## src/rtl/nonogram_stream_parser.sv

```systemverilog
// nonogram_stream_parser: turns the host nonogram constraint byte stream into clause-literal BRAM writes.
// Ports:
//   clk, rst                              clock, synchronous active-low reset
//   byte_in, valid_in, ready_in           incoming byte stream handshake
//   wr_valid, wr_ready, wr_addr, wr_data  constraint BRAM write port
//   n, m, dims_valid                      board rows/columns once the header is accepted
//   board_done                            board parsed without error
//   error, error_code                     sticky protocol error and its first cause
module nonogram_stream_parser #(
    parameter int DIM_W    = 12,
    parameter int ASSIGN_W = 13,
    parameter int ADDR_W   = 26
) (
    input  logic                clk,
    input  logic                rst,
    input  logic [7:0]          byte_in,
    input  logic                valid_in,
    output logic                ready_in,
    output logic                wr_valid,
    input  logic                wr_ready,
    output logic [ADDR_W-1:0]   wr_addr,
    output logic [ASSIGN_W-1:0] wr_data,
    output logic [DIM_W-1:0]    n,
    output logic [DIM_W-1:0]    m,
    output logic                dims_valid,
    output logic                board_done,
    output logic                error,
    output logic [2:0]          error_code
);
    localparam logic [2:0] S_IDLE = 3'd0, S_HDR_M = 3'd1, S_BODY = 3'd2, S_DONE = 3'd3, S_ERROR = 3'd4;
    localparam logic [2:0] F_START_BOARD = 3'b111, F_START_LINE = 3'b110, F_AND = 3'b101;
    localparam logic [2:0] F_OR = 3'b010, F_END_LINE = 3'b001, F_END_BOARD = 3'b000;
    // Wide enough to hold DEPTH itself and row_base + stride without wrapping.
    localparam int AW = (ADDR_W > DIM_W ? ADDR_W : DIM_W) + 2;
    localparam logic [AW-1:0] DEPTH = AW'(1) << ADDR_W;

    logic [2:0]          state;
    logic                phase;
    logic [7:0]          hi_byte;
    logic [DIM_W:0]      stride, col, line_index;
    logic [ADDR_W-1:0]   row_base;
    logic                line_open;
    logic                word_done;
    logic [2:0]          flag;
    logic [12:0]         payload;
    logic [DIM_W-1:0]    new_m;
    logic [DIM_W:0]      new_stride;
    logic [AW-1:0]       rb_next;
    logic [2:0]          err;
    logic                wr;
    logic [ADDR_W-1:0]   addr;
    logic [ASSIGN_W-1:0] data;

    assign ready_in   = !wr_valid || wr_ready;
    // The low byte completes the word and is decoded straight off byte_in.
    assign word_done  = valid_in && ready_in && phase;
    assign flag       = hi_byte[7:5];
    assign payload    = {hi_byte[4:0], byte_in};
    assign new_m      = payload[DIM_W-1:0];
    assign new_stride = {1'b0, (n > new_m) ? n : new_m} + (DIM_W+1)'(1);
    assign rb_next    = AW'(row_base) + AW'(stride);

    // Decode the completing word into an error cause (0 = none) and an optional write.
    always_comb begin
        err  = 3'd0;
        wr   = 1'b0;
        addr = row_base;
        data = ASSIGN_W'(line_index);
        if (word_done && state == S_HDR_M) begin
            if (flag != F_START_BOARD)
                err = 3'd4;
            else if (n == '0 || new_m == '0 || AW'(new_stride) > DEPTH)
                err = 3'd1;
        end else if (word_done && state == S_BODY) begin
            case (flag)
                F_START_LINE: if (line_open) err = 3'd5; else wr = 1'b1;
                F_AND: begin
                    if (!line_open)
                        err = 3'd5;
                    else if (col == stride)
                        err = 3'd2;
                    else begin
                        wr   = 1'b1;
                        addr = row_base + ADDR_W'(col);
                        data = payload[ASSIGN_W-1:0];
                    end
                end
                F_OR: begin
                    if (!line_open)
                        err = 3'd5;
                    else if (rb_next >= DEPTH)
                        err = 3'd3;
                    else begin
                        wr   = 1'b1;
                        addr = rb_next[ADDR_W-1:0];
                    end
                end
                F_END_LINE: err = !line_open ? 3'd5 : (rb_next >= DEPTH) ? 3'd3 : 3'd0;
                F_END_BOARD: err = (line_open || line_index != ({1'b0, n} + {1'b0, m})) ? 3'd6 : 3'd0;
                F_START_BOARD: err = 3'd0;
                default: err = 3'd4;
            endcase
        end
    end

    always_ff @(posedge clk) begin
        if (!rst) begin
            state      <= S_IDLE;
            phase      <= 1'b0;
            hi_byte    <= '0;
            stride     <= '0;
            col        <= '0;
            line_index <= '0;
            row_base   <= '0;
            line_open  <= 1'b0;
            wr_valid   <= 1'b0;
            wr_addr    <= '0;
            wr_data    <= '0;
            n          <= '0;
            m          <= '0;
            dims_valid <= 1'b0;
            board_done <= 1'b0;
            error      <= 1'b0;
            error_code <= 3'd0;
        end else begin
            if (valid_in && ready_in) begin
                phase   <= !phase;
                hi_byte <= byte_in;
            end
            if (wr) begin
                wr_valid <= 1'b1;
                wr_addr  <= addr;
                wr_data  <= data;
            end else if (wr_ready)
                wr_valid <= 1'b0;
            if (err != 3'd0) begin
                state      <= S_ERROR;
                error      <= 1'b1;
                error_code <= err;
            end else if (word_done && flag == F_START_BOARD && state != S_HDR_M) begin
                // Start (or resync to) a new board from any state.
                n          <= payload[DIM_W-1:0];
                board_done <= 1'b0;
                dims_valid <= 1'b0;
                error      <= 1'b0;
                error_code <= 3'd0;
                line_index <= '0;
                state      <= S_HDR_M;
            end else if (word_done && state == S_HDR_M) begin
                m          <= new_m;
                stride     <= new_stride;
                dims_valid <= 1'b1;
                row_base   <= '0;
                col        <= '0;
                line_open  <= 1'b0;
                state      <= S_BODY;
            end else if (word_done && state == S_BODY) begin
                case (flag)
                    F_START_LINE: begin
                        col       <= (DIM_W+1)'(1);
                        line_open <= 1'b1;
                    end
                    F_AND: col <= col + (DIM_W+1)'(1);
                    F_OR: begin
                        row_base <= rb_next[ADDR_W-1:0];
                        col      <= (DIM_W+1)'(1);
                    end
                    F_END_LINE: begin
                        row_base   <= rb_next[ADDR_W-1:0];
                        col        <= '0;
                        line_index <= line_index + (DIM_W+1)'(1);
                        line_open  <= 1'b0;
                    end
                    F_END_BOARD: begin
                        board_done <= 1'b1;
                        state      <= S_DONE;
                    end
                    default: ;
                endcase
            end
        end
    end
endmodule

```

## config.mk

```make
export PLATFORM = sky130hd
export DESIGN_NAME = nonogram_stream_parser
export DESIGN_NICKNAME = d
export VERILOG_FILES = /design/src/rtl/nonogram_stream_parser.sv
export SDC_FILE = /design/constraint.sdc
export NUM_CORES = 1
export LEC_CHECK = 0
export CAP_MARGIN = 15
export CORE_AREA = 2 2 137 139
export CTS_BUF_LIST = sky130_fd_sc_hd__clkbuf_4 sky130_fd_sc_hd__clkbuf_8
export DETAILED_ROUTE_END_ITERATION = 16
export DIE_AREA = 0 0 139 141
export DONT_BUFFER_PORTS = 1
export HOLD_SLACK_MARGIN = 0.12
export MAX_ROUTING_LAYER = met4
export PLACE_DENSITY = 0.7
export SYNTH_ARGS = -nofsm -noshare
export SYNTH_HDL_FRONTEND = slang
export SYNTH_SLANG_ARGS = --single-unit
```

## constraint.sdc

```tcl
create_clock -name clk -period 11 [get_ports clk]
set_input_delay 1.65 -clock clk [delete_from_list [all_inputs] [get_ports clk]]
set_output_delay 1.65 -clock clk [all_outputs]
set_load 0.01 [all_outputs]
```

* Yosys cells after proc, flatten, opt, wreduce, memory -nomap -nowiden *
Index checks and enable logic that the tools add are counted.

word-level totals
  output and inout bits = 71
  bits of input ports = 12
  word-level logic and storage cells = 149
  flip-flop bits (word level) = 148

operators by class
  equality and inequality tests = 12
  add/subtract/negate cells = 6
  $lt $le $gt $ge = 2
  muxes and demuxes = 62
  reductions and logical operators = 45
  bitwise operators = 3

operator list
  cell                                                       number
  2-to-1 mux 26 bit                                          9
  2-to-1 mux 13 bit                                          11
  case mux 26 bit (2 select lines)                           1
  2-to-1 mux 3 bit                                           14
  case mux 13 bit (3 select lines)                           1
  adder 26 x 13 -> 27 bit                                    1
  greater-or-equal comparator 27 bit, second input constant  1
  adder 13 x 1 -> 13 bit, second input constant              2
  adder 26 x 13 -> 26 bit                                    1
  zero test 12 bit                                           2
  2-to-1 mux 1 bit                                           20
  AND reduction 4 bit                                        5
  nonzero test 2 bit                                         9
  case mux 3 bit (5 select lines)                            1
  adder 12 x 1 -> 13 bit, second input constant              1
  adder 12 x 12 -> 13 bit                                    1
  == test 13 bit                                             1
  != test 13 bit                                             1
  greater-than comparator 12 bit                             1
  2-to-1 mux 12 bit                                          1
  nonzero test 3 bit                                         4
  nonzero test 4 bit                                         3
  AND reduction 2 bit                                        5
  == test 3 bit, second input constant                       3
  16 further kinds                                           31

* Longest topological paths before layout *
  word-level depth = 10
  depth in mapped cells = 17
  mapped depth without buffers = 13

* Worst setup path after synthesis *
Ideal clock, no wire load.

  path type = in2reg
  from = input byte_in[1]
  to = register stride[12]
  setup time = 0.070 ns
  arrival time = 4.926 ns
  stages = 16
  slack = 6.004 ns
  data required time = 10.930 ns
  path buffers = 4
  cells stage by stage = clkbuf_1 inv_1 ha_1 nor2b_1 o211ai_1 a211o_1 a21oi_1 clkbuf_1 buf_1 buf_1 nand2_1 o21ai_0 ha_1 nand3_1 or4_1 a21oi_1

between the ends
  cells in the longest elaborated chain, start to end = 8
  elaborated cells between the ends (all ways) = 11
  classes of those cells = add/sub: 1; order compare: 1; mux: 4; bitwise: 1; reduce/logical: 4

ends and longest elaborated chain
  item                                                            RTL line  RTL
  from (decl)                                                     16        input logic [7:0] byte_in,
  branches (longest 8 deep; another with adder 12 x 1 -> 13 bit)  --
  to (signal assigned)                                            151       stride <= new_stride;
  to (decl)                                                       40        logic [DIM_W:0] stride, col, line_index;

Several ways; the timed one is not identified.
A chain may end at the register's enable or synchronous reset.

* Final worst setup path *
  from = input wr_ready
  to = register wr_addr[24]

between the ends
  cells in the longest elaborated chain, start to end = 6
  elaborated cells between the ends (all ways) = 9
  classes of those cells = mux: 4; reduce/logical: 5

ends and longest elaborated chain
  item                                                   RTL line  RTL
  from (decl)                                            20        input logic wr_ready,
  logical OR 1 bit (*)                                   54        assign ready_in = !wr_valid || wr_ready;
  logical AND 1 bit (*) (2 in series)                    56        assign word_done = valid_in && ready_in && phase;
  logical AND 1 bit                                      74        end else if (word_done && state == S_BODY) begin
  2-to-1 mux 26 bit or 2-to-1 mux 1 bit (tied branches)  74
  2-to-1 mux 26 bit or 2-to-1 mux 1 bit (tied branches)  69        if (word_done && state == S_HDR_M) begin
  to (signal assigned)                                   132       wr_addr <= addr;
  to (decl)                                              21        output logic [ADDR_W-1:0] wr_addr,

Mark *: on every way between the ends. The rest lies on a longest branch, timed or not.

==> flow_summary.ini <==
[global_route]
antenna_found_initial = 0
grt_pass1_vias = 8989
grt_max_degree = 71
grt_pass1_wl_microns = 48070
track_usage_pct = 31.54
gr-total-overflow = 0

[routing]
drt.antenna.violating_nets = 0
wirelength_microns = 30070
drt-wirelength-per-cell_microns = 19.82
drc = 0
vias = 9587
drt-initial-drc-count = 922
via_per_inst = 6.320
first_pass_iters = 6

[setup_path]
crit_type = input pin to flop
critPathRequiredTime_ps = 11400
r2r_setup_slack_ps = 6880
crit_fanout = 29
crit_path_start_kind = input pin
cp-end-kind = flop
cp.arrival_ps = 4920

[die]
fp.coreArea_sq_um = 18270
die_h_microns = 141
rows = 50
initial_utilization_pct = 53.77
ios = 83
die_w_microns = 139
dieArea_sq_um = 19600

[logic_synthesis]
synth_edf_count = 0
yosys-top-cells-count = 195 x nand2_1, 148 x a21oi_1, 148 x dfxtp_1
synth.largest_area_cell = dfxtp_1
synthArstFlopShare_pct = 0
synth.area.top_cells = dfxtp_1 30%, a21oi_1 7.5%, nand2_1 7.5%
yosys_register_bits = 148
synth_nets = 1382
synth.avg_cell_area_sq_um = 7.476
synth_area_sq_um = 9823
synth_cells = 1314
synth_cell_types = 80
synth.most_common_cell = nand2_1
synth_top_area_share_pct = 30.16
ys_seq_area_share_pct = 30.16
yosys_warnings = 0
ys_dominant_reg_cell = dfxtp_1

[sta]
finalSetupViolCount = 0
slew-limit-headroom_pct = 19.39
timing.fmax_mhz = 221.0
hold_viol_final = 0
fin_crit_ps = 4524
finalCritPeriodShare_pct = 41.13
fin_skew_ps = 12.09
slew_viol_final = 0
grt_setup_unrepaired = false
fin_tns_setup_ps = 0
worst_pin_slew_ps = 1209

[flow_run]
cap_viol_max_count = 0

[layout]
nets = 1338
drive_gt1_share_pct = 5.846
synthToLayoutAreaGrowth_pct = 5.375
diodes = 0
final_util_pct = 56.66

[placement]
gp_congestion = 0.9742
dp_hpwl_microns = 21650
portBuffers = 0

[pwr]
combinationalPowerShare_pct = 3.3
cell_internal_pwr_w = 0.0007833
p_sw_w = 0.0002604
p_clk_share_pct = 44.8
power.density_nw_per_um2 = 100.8
vdd_ir_drop_max_v = 0.00007911
seq_power_share_pct = 51.9
total_power_w = 0.001044
leakage_nw = 3.755
sw_frac_of_total_pct = 24.95

[clocking]
path_clk_slew_ps = 90
ctsLongestPathBuffers = 2
post_cts_resized = 0
cts_made_buffers = 17
cts_tree = built
cts_setup_buffers = 0
cts_max_level = 4
hold_buffers = 0
clockRootBuffer = clkbuf_8
clock_sinks = 148
clk_latency_ps = 470

[outcome]
outcome = completed

[worst_hold_path]
hp-class = flop to flop
## power by group through the flow
| stage | combinational, W | clock [W] | sequential (W) |
|---|---|---|---|
| detailed placement | 0.0000341 | 0 | 0.000554 |
| finish | 0.0000347 | 0.000467 | 0.000542 |
| CTS | 0.0000344 | 0.000473 | 0.000541 |
| global placement | 0.0000340 | 0 | 0.000554 |
| floorplan | 0.0000328 | 0 | 0.000551 |
| global route | 0.0000387 | 0.000493 | 0.000542 |
## flip-flops by register name, indices dropped and copies added, names as in the netlist, 3 cells and up
register and flops:
error_code 3, line_index 13, m 12, state 3
n 12, wr_data 13, stride 13, row_base 26
col 13, wr_addr 26, hi_byte 8
## logic make-up (layout without fill, tap and decap cells)
kind of cell / count (synthesis) / in the layout / share of synthesized area, %
simple gates: 527 / 527 / 25.50
compound gates: 378 / 378 / 24.06
flops: 148 / 148 / 30.16
buf+inv: 114 / 83 / 4.509
xor+xnor: 70 / 70 / 6.241
fa+ha+maj: 56 / 56 / 7.362
mux: 21 / 21 / 2.165
## metal layers
metal | GRT usage, % | vias up | wire (microns)
li1 | - | 4658 | -
met1 | 37.81 | 4470 | 12860
met2 | 52.19 | 380 | 14270
met3 | 6.861 | 79 | 2074
met4 | 12.07 | 0 | 875
met5 | - | - | 0
## worst paths after layout
kind,startpoint,to,cells after the start
worst max-delay path,wr_ready,wr_addr[24],8
worst min-delay path,hi_byte[4],hi_byte[4],2
worst max register to register,stride[0],wr_addr[11],12
worst min register to register,hi_byte[4],hi_byte[4],2
## critical path, stage by stage
cell      delay [ps]
nand2b_2         290
nand3_2          170
or4b_4           640
nor2_2           800
a21o_1           570
buf_4            430
o221ai_1         170
a21oi_1          180
## metrics by stage
step	instance area (sq um)	worst slack, ps	hold slack, ps	cells
after global routing	10350	6207	482.6	1517
after CTS	10350	6518	465.8	1517
after detailed placement	9925	6029	453.6	1485
after floorplan	9823	6004	436.0	1314
after global placement	9925	6142	452.8	1485
final	10350	6476	464.1	1517
## final cells by class
cell class	count	area [sq um]
clock buffers	19	255.2
clock inverters	13	171.4
fillers	1763	7916
inverters	39	147.6
multi-input cells	1052	6431
flip-flops and latches	148	2963
well taps	234	292.8
repair buffers	12	90.09
## cells in the final DEF, fill, tap and decap left out, drive strengths merged, types with 5 or more instances in the layout
| cell type | n |
|---|---|
| and3 | 17 |
| a21o | 14 |
| nand4 | 28 |
| xnor2 | 37 |
| buf | 12 |
| nor3 | 28 |
| nand2 | 195 |
| nand3 | 62 |
| and2 | 7 |
| or3 | 23 |
| o21a | 10 |
| or4 | 5 |
| o22ai | 7 |
| a31oi | 12 |
| or2 | 7 |
| o211ai | 13 |
| clkinvlp | 5 |
| mux2i | 19 |
| a211o | 7 |
| o21ai | 85 |
| nor2b | 8 |
| nor4 | 17 |
| nor2 | 106 |
| inv | 42 |
| o31ai | 5 |
| a21oi | 149 |
| a221oi | 7 |
| xor2 | 33 |
| a211oi | 27 |
| dfxtp | 148 |
| clkbuf | 19 |
| ha | 53 |
| a22oi | 5 |
| nand2b | 9 |
Power figures use the tool's default switching activity.
